**config.mk**
```make
export PLATFORM = sky130hd
export DESIGN_NAME = apu_reg_file_flat
export DESIGN_NICKNAME = d
export VERILOG_FILES = /design/src/rtl/apu_reg_file_if.sv /design/src/rtl/apu_reg_file.sv /design/src/flat_wrapper.sv
export SDC_FILE = /design/constraint.sdc
export NUM_CORES = 1
export LEC_CHECK = 0
export BUFFER_PORTS_ARGS = -buffer_cell sky130_fd_sc_hd__buf_4
export CAP_MARGIN = 20
export CORE_MARGIN = 5
export CORE_UTILIZATION = 47
export DETAILED_ROUTE_END_ITERATION = 7
export PLACE_DENSITY_LB_ADDON = 0.12
export SLEW_MARGIN = 20
export SYNTH_ARGS = -nofsm -noshare
export SYNTH_HDL_FRONTEND = slang
export SYNTH_SLANG_ARGS = --single-unit
```
**constraint.sdc**
```tcl
create_clock -name clk -period 6.7 [get_ports clk]
set_input_delay 2.01 -clock clk [delete_from_list [all_inputs] [get_ports clk]]
set_output_delay 2.01 -clock clk [all_outputs]
set_load 0.005 [all_outputs]
```
**src/rtl/apu_reg_file_if.sv**
```systemverilog
// CPU-side byte bus for the sound register file: write/read strobes, address,
// data and the channel-status input returned through NR52.
interface apu_reg_file_if;
   logic       wr_en;
   logic       rd_en;
   logic [7:0] addr;
   logic [7:0] wdata;
   logic [3:0] ch_on;
   logic [7:0] rdata;
   logic       rvalid;

   modport master (
      output wr_en, rd_en, addr, wdata, ch_on,
      input  rdata, rvalid
   );

   modport slave (
      input  wr_en, rd_en, addr, wdata, ch_on,
      output rdata, rvalid
   );
endinterface

```
**src/rtl/apu_reg_file.sv**
```systemverilog
// apu_reg_file: sound register file NR10-NR52 (0xFF10-0xFF26). Decodes CPU byte
// writes into pulse-channel and mixer control fields, issues one-cycle trigger
// and length-load strobes, and implements master power-off via NR52 bit 7.
// Optional feature macro: APU_READBACK_EN enables masked register read-back;
// without it rdata is 0x00 and rvalid is 0.
module apu_reg_file (
   input  logic                 clk,
   input  logic                 reset,
   apu_reg_file_if.slave        bus,
   output logic [2:0]           sq1_swpPd,
   output logic                 sq1_negate,
   output logic [2:0]           sq1_shift,
   output logic [1:0]           sq1_duty,
   output logic [1:0]           sq2_duty,
   output logic [5:0]           sq1_lenLoad,
   output logic [5:0]           sq2_lenLoad,
   output logic                 sq1_lenStrobe,
   output logic                 sq2_lenStrobe,
   output logic [3:0]           sq1_startVol,
   output logic [3:0]           sq2_startVol,
   output logic                 sq1_envAdd,
   output logic                 sq2_envAdd,
   output logic [2:0]           sq1_period,
   output logic [2:0]           sq2_period,
   output logic [10:0]          sq1_freq,
   output logic [10:0]          sq2_freq,
   output logic                 sq1_lenEnable,
   output logic                 sq2_lenEnable,
   output logic                 sq1_trigger,
   output logic                 sq2_trigger,
   output logic [2:0]           vol_left,
   output logic [2:0]           vol_right,
   output logic [7:0]           pan,
   output logic                 power
);

   localparam int unsigned FREQ_W = 11;

   localparam logic [7:0] A_NR10 = 8'h10;
   localparam logic [7:0] A_NR11 = 8'h11;
   localparam logic [7:0] A_NR12 = 8'h12;
   localparam logic [7:0] A_NR13 = 8'h13;
   localparam logic [7:0] A_NR14 = 8'h14;
   localparam logic [7:0] A_NR21 = 8'h16;
   localparam logic [7:0] A_NR22 = 8'h17;
   localparam logic [7:0] A_NR23 = 8'h18;
   localparam logic [7:0] A_NR24 = 8'h19;
   localparam logic [7:0] A_NR50 = 8'h24;
   localparam logic [7:0] A_NR51 = 8'h25;
   localparam logic [7:0] A_NR52 = 8'h26;

   logic [6:0]        r_nr10;
   logic [7:0]        r_nr11;
   logic [7:0]        r_nr12;
   logic [FREQ_W-1:0] r_sq1_freq;
   logic              r_sq1_len_en;
   logic [7:0]        r_nr21;
   logic [7:0]        r_nr22;
   logic [FREQ_W-1:0] r_sq2_freq;
   logic              r_sq2_len_en;
   logic [2:0]        r_vol_left;
   logic [2:0]        r_vol_right;
   logic [7:0]        r_pan;
   logic              r_power;
   logic              r_sq1_trig;
   logic              r_sq2_trig;
   logic              r_sq1_len_stb;
   logic              r_sq2_len_stb;

   logic              w_pwr_off;
   logic              w_pwr_on;
   logic              w_wr_lo;

   // NR52 write decode, and the power-gated write window for 0x10-0x25
   assign w_pwr_off = bus.wr_en && (bus.addr == A_NR52) && !bus.wdata[7];
   assign w_pwr_on  = bus.wr_en && (bus.addr == A_NR52) &&  bus.wdata[7];
   assign w_wr_lo   = bus.wr_en && r_power && (bus.addr >= A_NR10) && (bus.addr <= A_NR51);

   // Register capture, power-off clear and single-cycle strobe generation
   always_ff @(posedge clk) begin
      if (reset || w_pwr_off) begin
         r_nr10        <= '0;
         r_nr11        <= '0;
         r_nr12        <= '0;
         r_sq1_freq    <= '0;
         r_sq1_len_en  <= 1'b0;
         r_nr21        <= '0;
         r_nr22        <= '0;
         r_sq2_freq    <= '0;
         r_sq2_len_en  <= 1'b0;
         r_vol_left    <= '0;
         r_vol_right   <= '0;
         r_pan         <= '0;
         r_power       <= reset;
         r_sq1_trig    <= 1'b0;
         r_sq2_trig    <= 1'b0;
         r_sq1_len_stb <= 1'b0;
         r_sq2_len_stb <= 1'b0;
      end else begin
         r_sq1_trig    <= 1'b0;
         r_sq2_trig    <= 1'b0;
         r_sq1_len_stb <= 1'b0;
         r_sq2_len_stb <= 1'b0;
         if (w_pwr_on) begin
            r_power <= 1'b1;
         end else if (w_wr_lo) begin
            case (bus.addr)
               A_NR10: r_nr10 <= bus.wdata[6:0];
               A_NR11: begin
                  r_nr11        <= bus.wdata;
                  r_sq1_len_stb <= 1'b1;
               end
               A_NR12: r_nr12 <= bus.wdata;
               A_NR13: r_sq1_freq[7:0] <= bus.wdata;
               A_NR14: begin
                  r_sq1_freq[10:8] <= bus.wdata[2:0];
                  r_sq1_len_en     <= bus.wdata[6];
                  r_sq1_trig       <= bus.wdata[7];
               end
               A_NR21: begin
                  r_nr21        <= bus.wdata;
                  r_sq2_len_stb <= 1'b1;
               end
               A_NR22: r_nr22 <= bus.wdata;
               A_NR23: r_sq2_freq[7:0] <= bus.wdata;
               A_NR24: begin
                  r_sq2_freq[10:8] <= bus.wdata[2:0];
                  r_sq2_len_en     <= bus.wdata[6];
                  r_sq2_trig       <= bus.wdata[7];
               end
               A_NR50: begin
                  r_vol_left  <= bus.wdata[6:4];
                  r_vol_right <= bus.wdata[2:0];
               end
               A_NR51: r_pan <= bus.wdata;
               default: ;
            endcase
         end
      end
   end

   assign sq1_swpPd     = r_nr10[6:4];
   assign sq1_negate    = r_nr10[3];
   assign sq1_shift     = r_nr10[2:0];
   assign sq1_duty      = r_nr11[7:6];
   assign sq1_lenLoad   = r_nr11[5:0];
   assign sq1_lenStrobe = r_sq1_len_stb;
   assign sq1_startVol  = r_nr12[7:4];
   assign sq1_envAdd    = r_nr12[3];
   assign sq1_period    = r_nr12[2:0];
   assign sq1_freq      = r_sq1_freq;
   assign sq1_lenEnable = r_sq1_len_en;
   assign sq1_trigger   = r_sq1_trig;
   assign sq2_duty      = r_nr21[7:6];
   assign sq2_lenLoad   = r_nr21[5:0];
   assign sq2_lenStrobe = r_sq2_len_stb;
   assign sq2_startVol  = r_nr22[7:4];
   assign sq2_envAdd    = r_nr22[3];
   assign sq2_period    = r_nr22[2:0];
   assign sq2_freq      = r_sq2_freq;
   assign sq2_lenEnable = r_sq2_len_en;
   assign sq2_trigger   = r_sq2_trig;
   assign vol_left      = r_vol_left;
   assign vol_right     = r_vol_right;
   assign pan           = r_pan;
   assign power         = r_power;

`ifdef APU_READBACK_EN
   logic [1:0] r_vin;
   logic [7:0] r_rdata;
   logic       r_rvalid;
   logic [7:0] w_rd_data;

   // NR50 Vin bits exist only for read-back; cleared with the rest on power-off
   always_ff @(posedge clk) begin
      if (reset || w_pwr_off) begin
         r_vin <= '0;
      end else if (w_wr_lo && (bus.addr == A_NR50)) begin
         r_vin <= {bus.wdata[7], bus.wdata[3]};
      end
   end

   // Read mux: stored bits OR'ed with the write-only/unused-bit mask
   always_comb begin
      w_rd_data = 8'hFF;
      case (bus.addr)
         A_NR10:  w_rd_data = {1'b1, r_nr10};
         A_NR11:  w_rd_data = {r_nr11[7:6], 6'h3F};
         A_NR12:  w_rd_data = r_nr12;
         A_NR13:  w_rd_data = 8'hFF;
         A_NR14:  w_rd_data = {1'b1, r_sq1_len_en, 6'h3F};
         A_NR21:  w_rd_data = {r_nr21[7:6], 6'h3F};
         A_NR22:  w_rd_data = r_nr22;
         A_NR23:  w_rd_data = 8'hFF;
         A_NR24:  w_rd_data = {1'b1, r_sq2_len_en, 6'h3F};
         A_NR50:  w_rd_data = {r_vin[1], r_vol_left, r_vin[0], r_vol_right};
         A_NR51:  w_rd_data = r_pan;
         A_NR52:  w_rd_data = {r_power, 3'b111, bus.ch_on};
         default: w_rd_data = 8'hFF;
      endcase
   end

   // Registered read response; pre-write state is returned on a same-cycle write
   always_ff @(posedge clk) begin
      if (reset) begin
         r_rdata  <= '0;
         r_rvalid <= 1'b0;
      end else begin
         r_rvalid <= bus.rd_en;
         if (bus.rd_en) begin
            r_rdata <= w_rd_data;
         end
      end
   end

   assign bus.rdata  = r_rdata;
   assign bus.rvalid = r_rvalid;
`else
   assign bus.rdata  = 8'h00;
   assign bus.rvalid = 1'b0;
`endif

endmodule

```
**src/flat_wrapper.sv**
```systemverilog
// flat-port wrapper written by rule: the top's interface ports become plain ports
module apu_reg_file_flat 
  (clk, reset, sq1_swpPd, sq1_negate, sq1_shift, sq1_duty, sq2_duty, sq1_lenLoad, sq2_lenLoad, sq1_lenStrobe, sq2_lenStrobe, sq1_startVol, sq2_startVol, sq1_envAdd, sq2_envAdd, sq1_period, sq2_period, sq1_freq, sq2_freq, sq1_lenEnable, sq2_lenEnable, sq1_trigger, sq2_trigger, vol_left, vol_right, pan, power, bus_wr_en, bus_rd_en, bus_addr, bus_wdata, bus_ch_on, bus_rdata, bus_rvalid);
  apu_reg_file_if bus_i ();
  input  logic clk;
  input  logic reset;
  output logic [2:0] sq1_swpPd;
  output logic sq1_negate;
  output logic [2:0] sq1_shift;
  output logic [1:0] sq1_duty;
  output logic [1:0] sq2_duty;
  output logic [5:0] sq1_lenLoad;
  output logic [5:0] sq2_lenLoad;
  output logic sq1_lenStrobe;
  output logic sq2_lenStrobe;
  output logic [3:0] sq1_startVol;
  output logic [3:0] sq2_startVol;
  output logic sq1_envAdd;
  output logic sq2_envAdd;
  output logic [2:0] sq1_period;
  output logic [2:0] sq2_period;
  output logic [10:0] sq1_freq;
  output logic [10:0] sq2_freq;
  output logic sq1_lenEnable;
  output logic sq2_lenEnable;
  output logic sq1_trigger;
  output logic sq2_trigger;
  output logic [2:0] vol_left;
  output logic [2:0] vol_right;
  output logic [7:0] pan;
  output logic power;
  input wire logic [$bits(bus_i.wr_en)-1:0] bus_wr_en;
  input wire logic [$bits(bus_i.rd_en)-1:0] bus_rd_en;
  input wire logic [$bits(bus_i.addr)-1:0] bus_addr;
  input wire logic [$bits(bus_i.wdata)-1:0] bus_wdata;
  input wire logic [$bits(bus_i.ch_on)-1:0] bus_ch_on;
  output wire logic [$bits(bus_i.rdata)-1:0] bus_rdata;
  output wire logic [$bits(bus_i.rvalid)-1:0] bus_rvalid;
  assign bus_i.wr_en = bus_wr_en;
  assign bus_i.rd_en = bus_rd_en;
  assign bus_i.addr = bus_addr;
  assign bus_i.wdata = bus_wdata;
  assign bus_i.ch_on = bus_ch_on;
  assign bus_rdata = bus_i.rdata;
  assign bus_rvalid = bus_i.rvalid;
  apu_reg_file u_core (.clk(clk), .reset(reset), .bus(bus_i), .sq1_swpPd(sq1_swpPd), .sq1_negate(sq1_negate), .sq1_shift(sq1_shift), .sq1_duty(sq1_duty), .sq2_duty(sq2_duty), .sq1_lenLoad(sq1_lenLoad), .sq2_lenLoad(sq2_lenLoad), .sq1_lenStrobe(sq1_lenStrobe), .sq2_lenStrobe(sq2_lenStrobe), .sq1_startVol(sq1_startVol), .sq2_startVol(sq2_startVol), .sq1_envAdd(sq1_envAdd), .sq2_envAdd(sq2_envAdd), .sq1_period(sq1_period), .sq2_period(sq2_period), .sq1_freq(sq1_freq), .sq2_freq(sq2_freq), .sq1_lenEnable(sq1_lenEnable), .sq2_lenEnable(sq2_lenEnable), .sq1_trigger(sq1_trigger), .sq2_trigger(sq2_trigger), .vol_left(vol_left), .vol_right(vol_right), .pan(pan), .power(power));
endmodule
```
==> metrics.yaml, run 1 <==
outcome:
  status: "complete, no violations"
synth:
  yosysTopAreaCell: "dfxtp_1"
  synth.yosys.seq_area_share_pct: 45.1
  syn-cell-area_sq_um: 3660
  synthTopCellsByArea: "dfxtp_1 (44%), o31ai_1 (16%), nand4_1 (13%), a21oi_1 (11%), clkbuf_1 (5.5%)"
  ys_ff_latch: 82
  synth_top_area_share_pct: 44.3
  syn-instance-count: 417
  yosysWarnings: 0
  synth_cell_types: 29
  syn_area_per_cell_sq_um: 8.79
global_routing:
  gr-total-overflow: 0
  grt_antenna_before_repair: 0
  grt_pass1_wl_mm: 18.2
  grt_pass1_vias: 3391
  grt_max_degree: 68
  grt.total_usage_pct: 23.1
sta:
  tns_ps: 0
  relSlewSlack_pct: 26.6
  rsz0062_at_grt: "false"
  fin_crit_sh_pct: 56.1
  fin_worst_skew_ps: 5.31
  setup_viol: 0
  finalCriticalPeriod_ps: 3760
  max_freq_ghz: 0.266
  hold_viol: 0
  tightest_slew_ps: 1100
  final_max_slew_viol_count: 0
floorplan:
  row_count: 32
  initial_core_util_pct: 47.9
  dieArea_sq_um: 9660
  die_x_microns: 98.3
  die_h_microns: 98.3
  io_pins: 115
  coreArea_sq_um: 7650
worst_setup_path:
  rr_endpoint: "u_core.r_nr12[4]$_SDFFE_PP0P_"
  crit_fanout: 54
  end_kind: "flip-flop"
  worst_ep_required_time_ps: 6920
  reg2reg_slack_ps: 5020
  r2r-start: "u_core.power$_SDFFCE_PN1P_"
  worst-setup-path-type: "in2reg"
  crit_arrival_ps: 3970
  start_kind: "input port"
  reg2reg_depth: 3
clock_tree:
  clock_path_buffers: 2
  cts_root_buf: "clkbuf_8"
  clk_latency_ps: 350
  clock_sinks: 82
  cts_tree: "built"
  post_cts_buffers: 0
  numCtsBuffers: 9
  cts_max_level: 3
  ctsResizeCount: 0
  clk_pin_slew_ps: 80
  hold_buffers: 0
detailed_routing:
  wl_per_cell_microns: 20.5
  drtIter0Drc: 308
  avgViaCountPerCell: 6.38
  firstDrtPassIters: 5
  drt_wl_total_mm: 11.8
  drtAntennaViolNets: 0
  via_count: 3670
  drc: 0
hold_path:
  hp-class: "reg2reg"
  whs_endpoint: "u_core.pan[1]$_SDFFE_PP0P_"
  holdPathStages: 2
  min_from: "u_core.pan[1]$_SDFFE_PP0P_"
power_and_ir_drop:
  vdd_drop_max_mv: 0.127
  p_per_area_nw_per_um2: 210
  power.leakage_nw: 1.59
place:
  post-place-cells: 560
  dp_hpwl_mm: 6.94
  port_buffers: 100
  gp_congestion: 0.782
cells_and_area:
  area_delta_synth_final_pct: 23.5
  fin_cells: 575
  layout-drive-gt1-share_pct: 27.7
  n_fill_cell: 704
  n_antenna_cell: 0
  nNetsFinal: 493
run:
  cap_violations: 0
## cell usage in the layout (no fill, tap or decap), types with 2 or more instances in the layout
master | netlist | layout
dfxtp_1 | 81 | 81
clkbuf_8 | 0 | 9
buf_4 | 14 | 107
nand4_1 | 77 | 77
nand2b_1 | 2 | 2
nand2_1 | 3 | 3
a21oi_1 | 77 | 77
or3_1 | 2 | 2
conb_1 | 1 | 9
o31ai_1 | 77 | 77
bufinv_16 | 0 | 2
nor4_1 | 5 | 4
nand4b_1 | 2 | 2
## power by group
group	internal (mW)	total (mW)	switching (mW)	leakage, nW
Combinational	0.0154	0.0745	0.0591	0.822
Sequential	0.488	0.489	0.000635	0.662
Clock	0.208	0.388	0.181	0.103
Total	0.711	0.952	0.240	1.59
## Yosys cell counts
library cell	instances
nor2_1	1
nor4b_2	1
nand2_1	3
buf_4	14
or4b_4	1
and4b_1	2
a21oi_1	77
and2_0	1
buf_2	3
o31ai_1	77
or2_2	1
inv_1	1
nor4_1	5
or3_1	2
nor4b_1	1
nand4_1	77
o41ai_4	1
conb_1	1
or4_1	1
nand4b_1	2
nor2b_1	2
clkbuf_2	1
or4b_2	1
buf_1	2
clkbuf_1	54
nand2b_1	2
edfxtp_1	1
nand3b_1	1
dfxtp_1	81
## registers in the layout, indices dropped and copies added (netlist names), 7 cells and up
signal	cells
u_core.r_nr21	8
u_core.r_nr10	7
u_core.sq1_freq	11
u_core.r_nr11	8
u_core.r_nr12	8
u_core.r_nr22	8
u_core.sq2_freq	11
u_core.pan	8
## layout make-up
| cell class | instances | area (sq um) | area share, % |
|---|---|---|---|
| clock inverters | 5 | 78.8 | 1.74 |
| repair buffers | 107 | 803 | 17.8 |
| flip-flops and latches | 82 | 1650 | 36.5 |
| inverters | 1 | 3.75 | 0.0830 |
| well taps | 102 | 128 | 2.82 |
| multi-input cells | 268 | 1730 | 38.3 |
| clock buffers | 10 | 128 | 2.82 |
## stage by stage
step	setup WS, ps	power, mW	instance area (sq um)	hold WS (ps)	util (%)
global placement	2620	0.573	4310	454	56.4
finish	2940	0.952	4520	465	59.2
floorplan	3070	0.549	3690	459	-
detailed placement	2580	0.573	4310	459	56.4
global route	2850	0.976	4520	491	59.2
CTS	2960	0.953	4520	469	59.1
## worst max-delay path: stages
cell and delay (ps):
buf_4 140, or4b_4 780, o41ai_4 380, buf_4 550
a21oi_1 90
## cells by family after synthesis
family / share of synthesized area, %
buf+inv: 9.26
simple gates: 18.5
compound gates: 27.0
flops: 45.1
other cells: 0.102
## layer usage
metal,wire length [microns],track usage [%],vias to the layer above
li1,-,-,1703
met5,0,0,-
met4,149,8.61,0
met1,5020,31.4,1783
met2,5640,36.1,170
met3,957,5.00,14
## worst max path at each step
stage	startpoint	to	cells past startpoint
finish	bus_addr[7]	u_core.r_nr12[5]$_SDFFE_PP0P_	5
global route	bus_addr[7]	u_core.sq1_freq[1]$_SDFFE_PP0P_	5
CTS	bus_addr[7]	u_core.r_nr12[6]$_SDFFE_PP0P_	5
detailed placement	bus_addr[7]	u_core.r_nr12[5]$_SDFFE_PP0P_	5
global placement	bus_addr[7]	u_core.r_nr10[5]$_SDFFE_PP0P_	5
floorplan	bus_addr[7]	u_core.power$_SDFFCE_PN1P_	4
No activity file was read; power rests on OpenSTA's default activity.
==> run 2, diff against run 1 <==
- clock period: 6.7 -> 3.7 ns (I/O delays scaled with it)
==> metrics.yaml, run 2 (synthesis results as in run 1) <==
floorplan:
  dieArea_sq_um: 9660  # unchanged
  row_count: 32  # unchanged
  initial_core_util_pct: 47.9  # unchanged
  io_pins: 115  # unchanged
  die_x_microns: 98.3  # unchanged
  coreArea_sq_um: 7650  # unchanged
  die_h_microns: 98.3  # unchanged
clock_tree:
  clk_latency_ps: 340  # about the same
  cts_tree: "built"
  hold_buffers: 0  # unchanged
  post_cts_buffers: 0  # unchanged
  cts_max_level: 3  # unchanged
  ctsResizeCount: 0  # unchanged
  cts_root_buf: "clkbuf_8"
  clock_path_buffers: 2  # unchanged
  clk_pin_slew_ps: 70  # about the same
  numCtsBuffers: 9  # unchanged
  clock_sinks: 82  # unchanged
worst_setup_path:
  r2r-start: "u_core.power$_SDFFCE_PN1P_"
  end_kind: "flip-flop"
  crit_fanout: 38  # -30%
  worst-setup-path-type: "in2reg"
  start_kind: "input port"
  crit_arrival_ps: 2790  # -1180 ps
  cp-startpoint: "bus_addr[7]"
  worst_ep_required_time_ps: 3790  # -3130 ps
detailed_routing:
  firstDrtPassIters: 5  # unchanged
  via_count: 3641  # -0.79%
  highest_layer: "met4"
  drtIter0Drc: 263  # -15%
  drtAntennaViolNets: 0  # unchanged
  wl_met1_mm: 5.04  # +0.30%
  drt_wl_total_mm: 11.4  # -3.3%
  avgViaCountPerCell: 6.29  # -1.5%
  wl_met2_mm: 5.38  # -4.7%
  drc: 0  # unchanged
  wl_per_cell_microns: 19.7  # -4.0%
  met3WireLength_microns: 774  # -19%
global_routing:
  grt_antenna_before_repair: 0  # unchanged
  grt.total_usage_pct: 22.9  # -0.16 points
  grt_pass1_wl_mm: 18.2  # unchanged
  grt_max_degree: 61  # -10%
  grt_pass1_vias: 3401  # +0.29%
  gr-total-overflow: 0  # unchanged
place:
  port_buffers: 100  # unchanged
  gp_congestion: 0.816  # +4.3%
  dp_hpwl_mm: 6.99  # +0.78%
power_and_ir_drop:
  p_per_area_nw_per_um2: 352  # +67%
  vdd_drop_max_mv: 0.185  # +46%
  power.leakage_nw: 1.61  # +1.1%
sta:
  final_max_slew_viol_count: 0  # unchanged
  setup_viol: 0  # unchanged
  fin_worst_skew_ps: 6.33  # +1.02 ps
  tightest_slew_ps: 1060  # -42.3 ps
  hold_slack_ps: 468  # +3.00 ps
  hold_viol: 0  # unchanged
  max_freq_ghz: 0.371
  tns_ps: 0  # unchanged
  fin_crit_sh_pct: 72.9
  relSlewSlack_pct: 29.6  # +3.0 points
  rsz0062_at_grt: "false"
  finalCriticalPeriod_ps: 2700
cells_and_area:
  n_antenna_cell: 0  # unchanged
  layout-drive-gt1-share_pct: 27.9  # +0.19 points
  final_cell_mix: "buf_4 (110), dfxtp_1 (81), nand4_1 (77), o31ai_1 (77), a21oi_1 (77)"
  n_fill_cell: 722  # +2.6%
  nNetsFinal: 498  # +1.0%
  area_delta_synth_final_pct: 24.0
  layout_commonest_cell: "buf_4"
outcome:
  status: "complete, no violations"
run:
  cap_violations: 0  # unchanged
hold_path:
  hp-class: "reg2reg"
  min_from: "u_core.pan[6]$_SDFFE_PP0P_"
run 2: cell count changes in the layout (fill, tap and decap cells not counted), sizes merged:
cell	change
buf	+5
bufinv	-2
clkbuf	+1
clkinv	+2
clkinvlp	-1
inv	-1
run 2: through the flow:
step | power, mW | cells | util [%] | worst slack, ps | area, sq um
detailed placement | 1.04 | 565 | 57.2 | 649 | 4370
finish | 1.60 | 579 | 59.4 | 1000 | 4540
global placement | 1.04 | 565 | 57.2 | 676 | 4370
floorplan | 0.995 | 425 | - | 972 | 3690
CTS | 1.61 | 579 | 59.4 | 1020 | 4540
global route | 1.65 | 579 | 59.4 | 918 | 4540
run 2: path summary, 6_finish.rpt:
check | endpoint | slack, ps | cells after the start
max | u_core.power$_SDFFCE_PN1P_ | 1000 | 4
min | u_core.pan[6]$_SDFFE_PP0P_ | 470 | 2
max reg2reg | u_core.sq1_freq[4]$_SDFFE_PP0P_ | 1950 | 4
min reg2reg | u_core.pan[6]$_SDFFE_PP0P_ | 470 | 2
run 2: area by class of cell:
cell class / instances / area [sq um] / area share, %
tap: 102 / 128 / 2.81
sequential: 82 / 1650 / 36.4
timing repair buffer: 112 / 866 / 19.1
multi-input combinational: 268 / 1730 / 38.0
clock inverter: 3 / 15.0 / 0.331
inverter: 1 / 3.75 / 0.0826
clock buffer: 11 / 153 / 3.36
run 2: routing by layer:
metal,global-route usage [%],up-vias
met5,0,-
li1,-,1724
met4,9.24,0
met3,4.29,18
met2,34.4,135
met1,32.5,1764
run 2: power by group:
part           switching [mW]  leakage (nW)  internal [mW]
clock                   0.301        0.0899          0.274
combinational           0.107         0.853         0.0321
sequential            0.00109         0.662          0.884
total                   0.409          1.61           1.19
run 2: critical path, stage by stage:
cell,delay (ps)
buf_4,140
or4b_4,760
or3_1,440
or3_1,310
==> run 3, diff against run 2 <==
- CORE_UTILIZATION: 47 -> 46
- clock period: 3.7 -> 2.3 ns (I/O delays scaled with it)
==> metrics.yaml, run 3 (synthesis results as in run 1) <==
sta:
  relSlewSlack_pct: 51.2  # +22 points
  max_freq_ghz: 0.506
  hold_slack_ps: 469  # +0.280 ps
  setup_viol: 0  # unchanged
  final_max_slew_viol_count: 0  # unchanged
  tightest_slew_ps: 731  # -325 ps
  tns_ps: 0  # unchanged
  rsz0062_at_grt: "false"
  fin_crit_sh_pct: 85.9
  hold_viol: 0  # unchanged
  fin_worst_skew_ps: 8.60  # +2.27 ps
  finalCriticalPeriod_ps: 1970
clock_tree:
  clock_sinks: 82  # unchanged
  cts_tree: "built"
  ctsResizeCount: 0  # unchanged
  clk_pin_slew_ps: 90  # +20 ps
  cts_max_level: 3  # unchanged
  hold_buffers: 0  # unchanged
  post_cts_buffers: 0  # unchanged
  clock_path_buffers: 2  # unchanged
  cts_root_buf: "clkbuf_8"
  numCtsBuffers: 9  # unchanged
  clk_latency_ps: 350  # about the same
place:
  port_buffers: 100  # unchanged
  gp_congestion: 0.837  # +2.6%
  post-place-cells: 575  # +1.8%
  dp_hpwl_mm: 7.12  # +1.9%
power_and_ir_drop:
  power.leakage_nw: 1.71  # +6.6%
  vdd_drop_max_mv: 0.353  # +91%
  p_per_area_nw_per_um2: 643  # +83%
detailed_routing:
  firstDrtPassIters: 5  # unchanged
  drtAntennaViolNets: 0  # unchanged
  via_count: 3669  # +0.77%
  wl_per_cell_microns: 19.7  # about the same
  drt_wl_total_mm: 11.6  # +2.1%
  drc: 0  # unchanged
  drtIter0Drc: 252  # -4.2%
  avgViaCountPerCell: 6.21  # -1.3%
cells_and_area:
  layout_commonest_cell: "buf_4"
  area_delta_synth_final_pct: 29.9
  layout-drive-gt1-share_pct: 29.4  # +1.6 points
  nNetsFinal: 508  # +2.0%
  n_antenna_cell: 0  # unchanged
  fin_cells: 591  # +2.1%
  n_fill_cell: 712  # -1.4%
  final_util_pct: 61.6  # +2.2 points
  final_cell_mix: "buf_4 (116), dfxtp_1 (81), nand4_1 (77), o31ai_1 (77), a21oi_1 (77)"
hold_path:
  min_from: "u_core.pan[7]$_SDFFE_PP0P_"
  hp-class: "reg2reg"
outcome:
  status: "complete, no violations"
floorplan:
  dieArea_sq_um: 9850  # +2.0%
  coreArea_sq_um: 7730  # +1.0%
  die_h_microns: 99.2  # +0.97%
  initial_core_util_pct: 47.4  # -0.50 points
  die_x_microns: 99.2  # +0.97%
  row_count: 32  # unchanged
  io_pins: 115  # unchanged
worst_setup_path:
  end_kind: "flip-flop"
  cp-startpoint: "bus_addr[7]"
  reg2reg_slack_ps: 670  # -1280 ps
  worst-setup-path-type: "in2reg"
  worst_ep_required_time_ps: 2410  # -1380 ps
  start_kind: "input port"
  crit_fanout: 4  # -89%
  crit_arrival_ps: 2080  # -710 ps
  r2r-start: "u_core.power$_SDFFCE_PN1P_"
global_routing:
  grt_antenna_before_repair: 0  # unchanged
  grt_pass1_vias: 3295  # -3.1%
  gr-total-overflow: 0  # unchanged
  grt.total_usage_pct: 22.7  # -0.25 points
  grt_max_degree: 68  # +11%
  grt_pass1_wl_mm: 18.1  # -0.19%
run:
  cap_violations: 0  # unchanged
==> run 3: cell count changes in the layout (fill, tap and decap cells not counted), moves of 2 or more <==
cell	change
buf_4	+6
bufinv_16	+4
buf_12	+4
clkinv_2	-2
==> run 3: critical path, cell delays in order <==
cell and delay (ps):
buf_4 110, or4b_4 580, or3_1 380, or3_1 320
==> run 3: through the flow <==
step	instance area [sq um]	setup slack (ps)	power, mW
after detailed placement	4490	-41.3	1.69
after CTS	4760	332	3.06
final	4760	325	3.06
after global routing	4760	255	3.14
after global placement	4490	-23.5	1.69
after floorplan	3700	11.2	1.60
==> run 3: area by class of cell <==
cell class	count	area, sq um	area share, %
Clock inverter	5	125	2.63
Inverter	1	3.75	0.0789
Sequential cell	82	1650	34.7
Multi-Input combinational cell	268	1720	36.1
Timing Repair Buffer	122	991	20.8
Clock buffer	11	141	2.97
Tap cell	102	128	2.68
==> run 3: per-layer routing <==
metal	track usage [%]	part of all wire [%]
met2	34.3	47
met4	6.09	1.1
met1	32.2	43
met5	0	0
met3	5.75	9.1
==> run 3: power breakdown <==
part	leakage (nW)	internal (mW)	switching [mW]	total, mW
logic	0.916	0.0664	0.173	0.240
registers	0.662	1.42	0.00183	1.42
clock network	0.134	0.860	0.537	1.40
total	1.71	2.35	0.712	3.06
==> run 3: worst paths after layout <==
check,to,depth (start not counted)
setup / recovery,u_core.power$_SDFFCE_PN1P_,4
hold / removal,u_core.pan[7]$_SDFFE_PP0P_,2
setup reg to reg,u_core.sq2_lenEnable$_SDFFE_PP0P_,4
hold reg to reg,u_core.pan[7]$_SDFFE_PP0P_,2
